## src/rtl/tohost_monitor.sv

```systemverilog
// End-of-test monitor for tohost CSR writes from NUM_CH channels.
// It captures per-channel completion codes, enforces a run timeout and holds a sticky verdict.
module tohost_monitor #(
    parameter int NUM_CH         = 1,
    parameter int DATA_WIDTH     = 32,
    parameter int TIMEOUT_CYCLES = 10000,
    parameter int CNT_WIDTH      = 32,
    parameter bit STOP_ON_FAIL   = 1'b0,
    localparam int FCH_W         = (NUM_CH > 1) ? $clog2(NUM_CH) : 1
) (
    input  logic                         clk,
    input  logic                         rst,
    input  logic                         start,
    input  logic [NUM_CH-1:0]            ch_mask,
    input  logic [NUM_CH-1:0]            csr_we,
    input  logic [NUM_CH*DATA_WIDTH-1:0] csr_wdata,
    output logic                         busy,
    output logic                         done,
    output logic                         pass,
    output logic                         timed_out,
    output logic [NUM_CH-1:0]            ch_done,
    output logic [FCH_W-1:0]             fail_ch,
    output logic [DATA_WIDTH-2:0]        fail_code,
    output logic [CNT_WIDTH-1:0]         cycles
);

    typedef enum logic [1:0] {S_IDLE, S_RUN, S_DONE, S_TIMEOUT} state_t;

    localparam logic [CNT_WIDTH-1:0] LAST_CNT = CNT_WIDTH'(TIMEOUT_CYCLES - 1);

    state_t                r_state;
    logic [NUM_CH-1:0]     r_mask;
    logic [NUM_CH-1:0]     r_ch_done;
    logic                  r_fail_valid;
    logic [FCH_W-1:0]      r_fail_ch;
    logic [DATA_WIDTH-2:0] r_fail_code;
    logic [CNT_WIDTH-1:0]  r_cycles;
    logic                  r_busy;
    logic                  r_done;
    logic                  r_pass;
    logic                  r_timed_out;

    logic [NUM_CH-1:0]     w_cmpl;
    logic                  w_new_fail;
    logic [FCH_W-1:0]      w_new_ch;
    logic [DATA_WIDTH-2:0] w_new_code;
    logic [NUM_CH-1:0]     w_ch_done_nxt;
    logic                  w_fail_valid_nxt;
    logic                  w_take_fail;
    logic                  w_finish;

    // Scan high-to-low so the lowest failing channel completing this cycle wins.
    always_comb begin
        // NOTE: every combinational output gets a default first so no latch is inferred.
        w_cmpl     = '0;
        w_new_fail = 1'b0;
        w_new_ch   = '0;
        w_new_code = '0;
        for (int i = NUM_CH - 1; i >= 0; i--) begin
            w_cmpl[i] = (r_state == S_RUN) && csr_we[i] && csr_wdata[i*DATA_WIDTH]
                        && r_mask[i] && !r_ch_done[i];
            if (w_cmpl[i] && (csr_wdata[i*DATA_WIDTH+1 +: DATA_WIDTH-1] != '0)) begin
                w_new_fail = 1'b1;
                w_new_ch   = FCH_W'(i);
                w_new_code = csr_wdata[i*DATA_WIDTH+1 +: DATA_WIDTH-1];
            end
        end
    end

    assign w_ch_done_nxt    = r_ch_done | w_cmpl;
    assign w_fail_valid_nxt = r_fail_valid | w_new_fail;
    assign w_take_fail      = w_new_fail && (!r_fail_valid || (w_new_ch < r_fail_ch));
    assign w_finish         = (&(w_ch_done_nxt | ~r_mask)) || (STOP_ON_FAIL && w_new_fail);

    always_ff @(posedge clk or posedge rst) begin
        if (rst) begin
            r_state      <= S_IDLE;
            r_mask       <= '0;
            r_ch_done    <= '0;
            r_fail_valid <= 1'b0;
            r_fail_ch    <= '0;
            r_fail_code  <= '0;
            r_cycles     <= '0;
            r_busy       <= 1'b0;
            r_done       <= 1'b0;
            r_pass       <= 1'b0;
            r_timed_out  <= 1'b0;
        end else begin
            case (r_state)
                S_RUN: begin
                    r_cycles     <= r_cycles + CNT_WIDTH'(1);
                    r_ch_done    <= w_ch_done_nxt;
                    r_fail_valid <= w_fail_valid_nxt;
                    if (w_take_fail) begin
                        r_fail_ch   <= w_new_ch;
                        r_fail_code <= w_new_code;
                    end
                    // A completion on the last allowed cycle beats the timeout.
                    if (w_finish) begin
                        r_state <= S_DONE;
                        r_busy  <= 1'b0;
                        r_done  <= 1'b1;
                        r_pass  <= !w_fail_valid_nxt;
                    end else if (r_cycles == LAST_CNT) begin
                        r_state     <= S_TIMEOUT;
                        r_busy      <= 1'b0;
                        r_timed_out <= 1'b1;
                    end
                end
                default: begin
                    if (start) begin
                        r_state      <= S_RUN;
                        r_mask       <= ch_mask;
                        r_ch_done    <= '0;
                        r_fail_valid <= 1'b0;
                        r_fail_ch    <= '0;
                        r_fail_code  <= '0;
                        r_cycles     <= '0;
                        r_busy       <= 1'b1;
                        r_done       <= 1'b0;
                        r_pass       <= 1'b0;
                        r_timed_out  <= 1'b0;
                    end
                end
            endcase
        end
    end

    assign busy      = r_busy;
    assign done      = r_done;
    assign pass      = r_pass;
    assign timed_out = r_timed_out;
    assign ch_done   = r_ch_done;
    assign fail_ch   = r_fail_ch;
    assign fail_code = r_fail_code;
    assign cycles    = r_cycles;

endmodule

```

## config.mk

```make
export PLATFORM = sky130hd
export DESIGN_NAME = tohost_monitor
export DESIGN_NICKNAME = d
export VERILOG_FILES = /design/src/rtl/tohost_monitor.sv
export SDC_FILE = /design/constraint.sdc
export NUM_CORES = 1
export LEC_CHECK = 0
export BUFFER_PORTS_ARGS = -buffer_cell sky130_fd_sc_hd__buf_2
export CAP_MARGIN = 15
export CORE_AREA = 10 10 92 94
export CTS_CLUSTER_DIAMETER = 150
export DETAILED_ROUTE_END_ITERATION = 8
export DIE_AREA = 0 0 102 104
export GPL_ROUTABILITY_DRIVEN = 0
export PLACE_DENSITY = 0.82
export SETUP_SLACK_MARGIN = 0.02
export SYNTH_ARGS = -nofsm -noshare
export SYNTH_HDL_FRONTEND = slang
export SYNTH_SLANG_ARGS = --single-unit
```

## constraint.sdc

```tcl
create_clock -name clk -period 4.3 [get_ports clk]
set_clock_uncertainty 0.2 [all_clocks]
set_input_delay 0.43 -clock clk [delete_from_list [all_inputs] [get_ports clk]]
set_output_delay 0.43 -clock clk [all_outputs]
set_load 0.01 [all_outputs]
```

==> results of run 1 <==
## cell type report
| cell class | count | area (sq um) |
|---|---|---|
| Clock inverter | 7 | 48.8 |
| Tap cell | 80 | 100 |
| Multi-Input combinational cell | 231 | 1560 |
| Sequential cell | 72 | 1800 |
| Clock buffer | 9 | 124 |
| Inverter | 35 | 131 |
| Fill cell | 538 | 2380 |
| Timing Repair Buffer | 107 | 543 |
## cells in the mapped netlist, types with 2 or more instances
cell type,count
nor2b_1,2
nand3_1,12
nor4b_1,2
a32o_1,2
nand3b_1,2
nand4_1,21
nor2_1,11
and2_1,4
mux2i_1,60
inv_1,35
buf_6,3
mux2_2,2
clkbuf_1,5
a21oi_1,6
nor4_4,2
nor3_1,4
and3_1,3
buf_2,3
nand2_1,74
nor4_1,11
dfrtp_1,72
## how the worst min path moves through the flow
stage | slack [ps] | endpoint | cells past startpoint
6_report | 30 | fail_code[21] | 2
5_1_grt | 90 | fail_code[23] | 2
4_1_cts | 50 | fail_code[23] | 2
3_5_place_dp | 260 | done | 2
3_3_place_gp | 260 | done | 2
2_1_floorplan | 270 | r_fail_valid | 2
## flip-flops by register name (all words and copies together) (netlist names)
signal	cells
cycles	32
fail_code	31
r_state	2
busy	1
ch_done	1
done	1
pass	1
r_fail_valid	1
r_mask	1
timed_out	1
## per-stage QoR
stage / utilization [%] / area (sq um) / hold slack, ps / setup WS, ps
finish: 64.4 / 4310 / 26.2 / 1970
global route: 64.4 / 4310 / 89.5 / 1790
CTS: 64.4 / 4310 / 48.8 / 1950
detailed placement: 61.9 / 4130 / 259 / 1580
global placement: 61.9 / 4130 / 258 / 1670
floorplan: - / 3550 / 269 / 1850
## power by group
group | internal, uW | switching [uW] | leakage, uW
Sequential | 801 | 88.1 | 0.000981
Clock | 208 | 264 | 0.0000772
Combinational | 206 | 331 | 0.00160
Total | 1210 | 683 | 0.00266
## metal layers
layer  vias to the layer above  track usage [%]  wire length (um)
met1                      1418             22.5              3920
met2                       118             25.6              4080
li1                       1419                -                 -
met5                         -                0                 0
met4                         0             5.75               143
met3                        18             6.05               780
## critical path: cells and delay by family
kind | cells | cell delay [ps]
compound gates | 1 | 620
buf+inv | 2 | 520
simple gates | 2 | 550
mux | 1 | 250
## layout by cell type (no fill, tap or decap), types with 6 or more instances in the layout
| cell type | instances |
|---|---|
| buf_2 | 104 |
| nand2_1 | 73 |
| dfrtp_1 | 72 |
| mux2i_1 | 60 |
| inv_1 | 34 |
| nand4_1 | 21 |
| nand3_1 | 12 |
| nor4_1 | 11 |
| nor2_1 | 11 |
| clkbuf_8 | 9 |
| a21oi_1 | 6 |
## logic make-up after synthesis
family | Yosys count | share of synthesized area (%)
fa+ha+maj | 1 | 0.352
flops | 72 | 50.7
simple gates | 154 | 22.8
compound gates | 13 | 2.64
other cells | 1 | 0.106
mux | 62 | 17.5
buf+inv | 47 | 5.81
==> results, run 1 <==
- The run finished with clean final reports.
- The post-route antenna net violation count is 0.
- After clock tree synthesis, the clock-pin slew on the worst setup and hold paths is 80 ps.
- The clock net in this run drives a total of 72 sinks.
- The maximum number of pins on one net before global-route repair is 39.
- The violation count after the first detailed-routing iteration is 74.
- Static timing analysis puts the maximum clock frequency at 429 MHz.
- The terminus of the critical flop-to-flop path is fail_code[22].
- The number of cells on the worst reg-to-reg path is 5.
- The worst path required time is 4350 ps.
- Ranked by total cell area, the synthesized netlist is headed by dfrtp_1 51%, mux2i_1 17%, nand2_1 7.8%.
- The starting density of the core is 53.1%.
- The worst-case IR drop observed on VDD is 0.000267 V.
- The number of cells in the design after placement is 525.
- After detailed routing, the number of remaining DRC violations is 0.
- The finished layout holds 541 standard cells, fillers aside.
- The startpoint class of the critical path is a primary input.
- From synthesis to final layout, the design area changed by 21.2%.
- The routed wire length is 8920 um.
- Adding up every negative setup slack in the final design gives 0 ps.
- The count of flip-flops with a built-in enable after synthesis is 0.
- For this design the ratio of total power to cell area is 441 nW/um^2.
- The count of buffers added by post-CTS timing repair for setup is 0.
- The remaining max-slew budget at the tightest pin is 43.3%.
- The minimum clock period is 2330 ps.
- For the pin with the worst max-slew slack, the measured transition is 847 ps.
- The global-route total usage across every layer is 17.2%.
- The tool flagged a number of max-cap violations equal to 0.
- The number of setup violations in the final report is 0.
- The core region is 6680 sq um.
- The post-synthesis sequential element count is 72.
- The startpoint identified for the worst register-to-register timing path is r_state[1].
- The post-cts gate resize count is 0.
- The aggregate global routing overflow is 0.
- The wire length of the first global-routing pass is 15,100 um.
- Data arrives at the worst endpoint at 2380 ps.
- The worst setup path is captured at a flip-flop.
- The die is 102 um wide.
- The cell at the slowest stage of the critical path is o2111ai_4.
- The kind of critical path is in -> reg.
- Summed over all instances, the cell type with the most area after synthesis is dfrtp_1.
- Hold repair after CTS inserted 0 buffers.
- The share of flip-flops with an asynchronous set or reset is 100%.
- The top cell type by area accounts for 50.7% of the synthesized area.
- Counting every net in the synthesized netlist gives 388.
- The reported leakage power is 0.00266 uW.
- The final critical-path share of the clock period is 54.3%.
- Among all flip-flop cells after synthesis, the most frequent one is dfrtp_1.
- Of the cells placed in the final design, the portion with a size suffix greater than 1 is 29.1%.
- Of the synthesized area, sequential elements account for 50.7%.
- The number of global-route vias before repair is 3,102.
- The distinct cell type count after synthesis is 35.
- The clock passes through at most 2 buffers.
- CTS placed an instance of clkbuf_8 at the clock tree root.
- The final-report hold violation count was 0.
- The number of placement rows is 30.
- The final layout contains 494 nets.
- The count of synthesis-stage warnings from yosys is 0.
- The worst reg-to-reg setup slack is 1980 ps.
- The end point of the critical path is fail_code[22].
- The total standard cell area after synthesis is 3550 sq um.
- The source-to-sink clock delay at the later pin of the worst-skew pair is 340 ps.
- The final antenna diode count is 0.
- The min-delay analysis places its worst path in the category in -> async.
- The CTS tree is yes.
- The detailed-route vias per instance is 5.50.
- The number of buffer cells added on primary ports is 104.
- The die footprint is 10,600 sq um.
- The initial antenna violation count is 0.
- Setup repair after global routing left no endpoint under its margin.
- The CTS H-tree depth is 3.
- The length of the first detailed-routing pass in iterations is 4.
- In this run the count of I/O pins placed on the die edge is 106.
- The worst-path maximum fanout is 17.
- TritonCTS created 9 clock buffers.
- After detailed routing, the average wire length per cell comes to 16.5 um.
- After layout, the design draws a total of 1900 uW.
- Counting every instance in the synthesized netlist gives 350.
- In this run the worst setup path begins at csr_wdata[16].
- The placed wire-length estimate is 6820 um.
- For this run, the slowest stage of the critical path takes 620 ps.
- The overall die height is 104 um.
- The per-instance average area after synthesis is 10.1 sq um.
- The signal on the critical path passes through buf_2, nor4_1, nand4_1, o2111ai_4, buf_4, mux2i_1.
- The count of final max-slew check failures was 0.
- The via count is 2,973.
No activity file was read; power rests on OpenSTA's default activity.
==> run 2, diff against run 1 <==
Settings changed: CORE_AREA 10 10 92 94 to 10 10 94 96, DIE_AREA 0 0 102 104 to 0 0 104 106, PLACE_DENSITY 0.82 to 0.79.
Clock period 4.3 ns to 2.35 ns, I/O delays scaled along.
==> run 2 against run 1 <==
Against the previous run:
- flip-flop and latch count stayed put
- routed wire length is 17% higher
- sequential share of layout area is 3.8 points lower
- via count is 7.1% higher
- count of clock-buffer cells in the layout is 3 higher
- sequential power is 83% higher
- worst setup slack worse by 1900 ps
- non-clock buffer count is 38 higher
- hold slack better by 17 ps
- critical path type unchanged
==> results, run 2 (same netlist as run 1, synthesis figures left out) <==
- The source-to-sink clock delay at the later pin of the worst-skew pair is 340 ps.
- Traced cell by cell, the critical path runs through dlygate4sd3_1, buf_2, nor4_1, nand4_1, o2111ai_4, buf_8, mux2i_1.
- The setup total negative slack is 0 ps.
- The library cells used most frequently in the layout, excluding fill and tap cells, are 104 x buf_2, 73 x nand2_1, 72 x dfrtp_1.
- The root cell of the clock tree is clkbuf_8.
- Summed over all cells, the static leakage comes to 0.00285 uW.
- Summing over every cut layer, the via total after detailed routing is 3,184.
- Setup repair after global routing left no endpoint under its margin.
- The part of the total power dissipated in combinational logic is 29.2%.
- The total power draw is 3670 uW.
- The worst setup path is launched from a primary input.
- The HPWL after detailed placement is 6730 um.
- The violation count after the first detailed-routing iteration is 139.
- Net switching is 34.2% of the power.
- The clock-pin transition on the worst setup and hold timing paths is 70 ps.
- The clock network burns 26.2% of the power.
- For this run the aggregate overflow at the end of global routing stands at 0.
- STA classifies the critical path endpoint as a flip-flop.
- Across the run, the number of max-cap violations was 0.
- Data on the critical path arrives at its endpoint at 2310 ps.
- For hold timing, the worst endpoint is timed_out.
- For the finished layout, the period the worst path requires is 2260 ps.
- The remaining max-slew budget at the tightest pin is 52.2%.
- The final-report hold violation count was 0.
- The die footprint is 11,000 sq um.
- The number of buffer cells added on primary ports is 104.
- The final antenna diode count is 0.
- The routed wire length is 10,500 um.
- The area of combinational cells with multiple inputs is 1560 sq um.
- The area growth from synthesis to final layout is 33.3%.
- Counting the fill cells in the layout gives 558.
- Setup violations remaining at the end of the flow were counted as 0.
- The buffering stage count on the worst path with inverters included is 3.
- The library cell used most frequently in the layout, excluding fill and tap cells, is buf_2.
- The sequential cell area is 1800 sq um.
- Among all stages on the critical path, the largest delay is contributed by dlygate4sd3_1.
- The maximum count of clock buffers along a single path is 2.
- The internal portion of the total power is 2410 uW.
- Dividing the detail-routed wire length by the instance count gives 17.6 um.
- TritonCTS built the clock tree.
- The CTS H-tree depth is 3.
- The kind of cell with the highest combined delay along the critical path is buffers and inverters.
- For this run, design rule violations remaining after detail routing come to 0.
- The number of global-route vias before repair is 3,356.
- The initial antenna violation count is 0.
- The core region area is 7060 sq um.
- In this run the register-to-register setup slack is 400 ps.
- The part of the total power dissipated in sequential elements is 44.5%.
- The fraction of final layout cells sized beyond drive strength 1 is 27.1%.
- The number of primary I/O pins is 106.
- The number of placement rows is 31.
- The count of clock tree sinks is 72.
- The flow ran to the end, and the final reports show no timing, DRC or antenna violations.
- IR analysis of the VDD net gives a maximum drop of 0.000510 V.
- The terminus of the critical flop-to-flop path is busy.
- Entering global routing, the biggest net connects 40 pins.
- For this run, the top clock speed supported by timing is 443 MHz.
- The worst hold path was traced through 3 stages.
- The die is 104 um wide.
- Buffers inserted during clock tree synthesis total 9.
- Dividing total power by cell area gives a power density of 775 nW/um^2.
- In this run the remaining antenna-violating nets after routing total 0.
- STA puts the critical path data required time at 2400 ps.
- After clock tree synthesis, the setup repair step added 0 buffers.
- The net switching component of the power is 1260 uW.
- The core occupancy in the finished layout is 67.1%.
- The worst-path maximum fanout is 18.
- In this run the most critical hold path is launched from csr_wdata[0].
- The flip-flop count of the largest register after layout is 32.
- After detailed routing, the number of vias per cell comes to 5.33.
- The kind of critical path is in -> reg.
- The first detailed-routing pass took 4 iterations.
- In the final design database the tool counted 532 nets.
- For this run, the total global-route usage over all layers was measured as 19.2%.
- The count of final max-slew check failures came to 0.
- The worst hold path class is in -> reg.
- The startpoint of the worst register-to-register path is cycles[21].
- For the pin with the worst max-slew slack, the measured transition is 716 ps.
- Of the available clock period, the critical path in the final layout requires 96.1%.
- The first global-routing pass estimated 17,600 um of wire.
- The number of cells on the worst reg-to-reg path is 4.
- In this run the vertical extent of the chip is 106 um.
- On the worst path, the slowest cell contributes a delay of 530 ps.
- The initial utilization of the core area, before any placement, comes to 50.3%.
-- run 2: changes by cell type in the layout (fill, tap and decap cells not counted), moves of 2 or more --
| cell | before | now |
|---|---|---|
| clkbuf_1 | 0 | 2 |
| buf_4 | 3 | 5 |
| dlygate4sd3_1 | 0 | 34 |
| clkinvlp_4 | 4 | 1 |
-- run 2: layer usage --
metal  wire, um  up-vias  part of all wire [%]  global-route usage [%]
li1           -     1487                     -                       -
met5          0        -                     0                       0
met3        916       15                   8.7                    6.22
met4        154        0                   1.5                    7.85
met2       4960      151                    47                    29.9
met1       4450     1531                    42                    24.1
-- run 2: per-stage QoR --
stage / cell area, sq um / setup WS (ps) / cells / hold slack (ps)
6_report: 4730 / 91.6 / 597 / 43.1
5_1_grt: 4730 / 25.3 / 597 / 60.5
4_1_cts: 4730 / 102 / 597 / 24.8
3_5_place_dp: 4200 / 270 / 548 / 196
3_3_place_gp: 4200 / 244 / 548 / 190
2_1_floorplan: 3550 / 90.1 / 350 / 121
-- run 2: tightest hold or removal path: stages --
cell and delay (ps):
buf_2 100, nand3_1 60, a32o_1 150
-- run 2: how the worst max path moves through the flow --
stage                   from       endpoint  depth (start not counted)
6_report       csr_wdata[20]  fail_code[18]                          7
5_1_grt         csr_wdata[1]  fail_code[19]                          7
4_1_cts        csr_wdata[24]  fail_code[22]                          7
3_5_place_dp   csr_wdata[20]  fail_code[22]                          6
3_3_place_gp    csr_wdata[1]  fail_code[28]                          6
2_1_floorplan            rst           busy                          1
-- run 2: what timing repair did --
action	in CTS	in global routing
endpoints found under the setup margin	0	18
hold endpoints to repair	67	0
hold buffers	34	0
gates resized for setup	0	2
-- run 2: cell type report --
| cell class | instances | share of cell area [%] |
|---|---|---|
| clock buffer | 12 | 3.07 |
| clock inverter | 3 | 0.899 |
| sequential | 72 | 38.1 |
| inverter | 35 | 2.77 |
| tap | 99 | 2.62 |
| multi-input combinational | 231 | 32.9 |
| timing repair buffer | 145 | 19.7 |
-- run 2: power by group through the flow --
stage	Combinational, uW	Sequential [uW]	Clock, uW
floorplan	526	1720	0
global placement	985	1640	0
detailed placement	1020	1640	0
CTS	1060	1620	980
global route	1180	1660	1050
finish	1070	1630	962
==> run 3, diff against run 2 <==
Settings changed: ABC_AREA set to 1, CAP_MARGIN 15 to 40, CELL_PAD_IN_SITES_DETAIL_PLACEMENT set to 1, CELL_PAD_IN_SITES_GLOBAL_PLACEMENT set to 1, CORE_AREA 10 10 94 96 to 10 10 114 116, DIE_AREA 0 0 104 106 to 0 0 124 126, PLACE_DENSITY 0.79 to not set, PLACE_DENSITY_LB_ADDON set to 0.1.
==> run 3 against run 2 <==
Against the previous run:
- non-clock buffer count unchanged
- design area up 7.8%
- hold slack worse by 27 ps
- first-iteration DRC count up 3.6%
- sequential share of layout area down 2.8 points
- register-to-register slack worse by 30 ps
==> results, run 3 <==
- The flow ran to the end, and the final reports show no timing, DRC or antenna violations.
- The sequential cell area is 1800 sq um.
- The aggregate global routing overflow is 0.
- The synthesized netlist contains 37 unique library cells.
- The critical path is of the in -> reg type.
- Setup violations remaining at the end of the flow were counted as 0.
- Among all flip-flop cells after synthesis, the most frequent one is dfrtp_1.
- The clock-pin transition on the worst setup and hold timing paths is 70 ps.
- The minimum clock period is 2080 ps.
- The number of buffer cells added on primary ports is 104.
- The share of flip-flops with an asynchronous set or reset is 100%.
- The final-report hold violation count was 0.
- The post-synthesis cell count is 539.
- For this run, the top clock speed supported by timing is 482 MHz.
- The synthesized design contains 0 enable-type register cells.
- The leading cell type by number of instances after synthesis is nand2_1.
- The worst hold path class is in -> reg.
- The number of placement rows is 38.
- The highest ir drop seen on vdd is 0.000323 V.
- The count of final max-slew check failures came to 0.
- In the routed layout, each cell is associated on average with a via count of 5.00.
- For this design the top-level I/O count stands at 106.
- The area share of the largest cell type after synthesis is 46.1%.
- Detailed placement finished with a half-perimeter wire length of 10,100 um.
- After detailed routing, the number of remaining DRC violations is 0.
- The first detailed-routing pass ran for 4 iterations.
- The area growth from synthesis to final layout is 30.6%.
- In the layout the commonest cells are 162 x nand2_1, 104 x buf_2, 74 x nor2_1.
- The global-route total usage across every layer is 18.1%.
- The switching fraction of total power is 35.9%.
- At the worst endpoint, the required time is 2430 ps.
- The worst-path maximum fanout is 13.
- The count of max-cap constraint violations is 0.
- The clock drives 72 sinks.
- The die is 124 um wide.
- In this run, CTS created clock tree buffers numbering 9.
- CTS built an H-tree with a depth of 3.
- The analysis attributes to cell leakage a power of 0.00273 uW.
- The layout has 1,385 filler cells.
- The overall die height is 126 um.
- The first global-routing pass estimated 22,900 um of wire.
- The initial antenna violation count is 0.
- The transition time at the pin with the least slew margin is 563 ps.
- The violation count after the first detailed-routing iteration is 144.
- The internal power of the cells totals 2300 uW.
- The via count is 4,107.
- The number of global-route vias before repair was 4,516.
- The final antenna diode count is 0.
- The per-instance average area after synthesis is 7.25 sq um.
- The area of combinational cells with multiple inputs is 1770 sq um.
- The total standard cell area after synthesis is 3910 sq um.
- Entering global routing, the biggest net connects 30 pins.
- The commonest cells after synthesis are 162 x nand2_1, 74 x nor2_1, 72 x dfrtp_1, 69 x nand3_1, 60 x inv_1.
- The final critical-path share of the clock period is 88.3%.
- The cell taking the most area after synthesis is dfrtp_1.
- CTS placed an instance of clkbuf_8 at the clock tree root.
- The remaining max-slew budget at the tightest pin is 62.4%.
- The fraction of final layout cells sized beyond drive strength 1 is 20.4%.
- The CTS tree is yes.
- Setup repair after global routing left no endpoint under its margin.
- The starting density of the core is 36.5%.
- Yosys attributes the largest share of cell area to dfrtp_1 46%, nand2_1 16%, nand3_1 8.8%.
- The number of nets handed over by synthesis was 577.
- Yosys printed 0 warnings.
- The critical path endpoint category is a flip-flop.
- Counting along the longest clock path gives a buffer depth of 2.
- The clock reaches the later pin of the worst-skew pair after 350 ps.
- The post-route antenna net violation count is 0.
- After detailed routing, the total wire length is 13,900 um.
- Sequential cells account for 43.6% of the total power.
- The flip-flop count of the largest register after layout is 32.
- The post-synthesis sequential element count is 72.
- The library cell used most frequently in the layout, excluding fill and tap cells, is nand2_1.
- Dividing the detail-routed wire length by the instance count gives 16.9 um.
- The die footprint is 15,600 sq um.
- The core region area is 10,700 sq um.
- For this run, the post-layout net count is 717.
- In this run the power spent charging and discharging nets is 1290 uW.
- The share of total power in the clock network is 28.4%.
- The worst setup path is launched from a primary input.
- The share of synthesized area occupied by flip-flops and latches is 46.1%.
- Data on the critical path arrives at its endpoint at 2160 ps.
- Per report_power, the combinational group accounts for 28.0% of the total.
- For the final routed database, the setup TNS stands at 0 ps.
- The total power draw is 3590 uW.
- The power density relative to cell area is 703 nW/um^2.
==> run 3: kinds of logic after synthesis <==
family          after synthesis  share of synthesized area, %
flops                        72                          46.1
buf+inv                      81                          8.71
other cells                   1                        0.0959
simple gates                341                          38.1
compound gates               42                          6.40
fa+ha+maj                     1                         0.320
mux                           1                         0.256
==> run 3: worst paths after layout <==
check	cells past startpoint	end	slack [ps]	start
max in group asynchronous	4	cycles[15]	930	rst
hold reg to reg	2	busy	280	busy
setup / recovery	10	fail_code[22]	270	csr_wdata[29]
min in group asynchronous	3	done	280	rst
setup reg to reg	9	cycles[21]	370	cycles[4]
hold / removal	3	fail_code[18]	20	csr_wdata[19]
==> run 3: timing repair <==
action                                 4_1_cts  5_1_grt
gates resized for setup                      0        1
hold buffers                                31        0
setup endpoints to repair                    0       24
setup buffers                                0        2
endpoints found under the hold margin       53        0
==> run 3: critical path, stage by stage <==
cell	delay, ps
dlygate4sd3_1	560
buf_2	140
nor3_1	220
nand2_1	80
nor2_1	190
nand2_2	170
nand3_4	170
buf_4	210
nand3_1	100
nand2_1	90
==> run 3: power groups by stage <==
stage	Sequential [uW]	Clock [uW]	Combinational (uW)
6_report	1560	1020	1010
5_1_grt	1580	1090	1130
4_1_cts	1560	1030	1020
3_5_place_dp	1580	0	974
3_3_place_gp	1580	0	951
2_1_floorplan	1630	0	518
==> run 3: through the flow <==
step | instances | area (sq um) | hold slack (ps) | setup WS (ps) | utilization, %
after detailed placement | 775 | 4580 | 126 | 202 | 42.9
after global routing | 822 | 5100 | 20.3 | 82.5 | 47.7
after CTS | 820 | 5090 | 8.55 | 37.6 | 47.6
final | 822 | 5100 | 16.0 | 274 | 47.7
after global placement | 775 | 4580 | 114 | 283 | 42.9
after floorplan | 539 | 3910 | 152 | 90.1 | -
==> run 3: layout make-up <==
cell class                      count  share of cell area [%]
Sequential cell                    72                    35.3
Tap cell                          140                    3.43
Inverter                           65                    4.88
Clock buffer                       11                    2.97
Clock inverter                      3                   0.833
Timing Repair Buffer              145                    18.0
Multi-Input combinational cell    386                    34.6
==> run 3: layer usage <==
layer | global-route usage, % | up-vias | share of wire (%)
met5 | 0 | - | 0
met4 | 5.83 | 0 | 1.4
met3 | 4.74 | 17 | 6.2
met2 | 31.8 | 99 | 50
met1 | 20.9 | 1983 | 42
li1 | - | 2008 | -
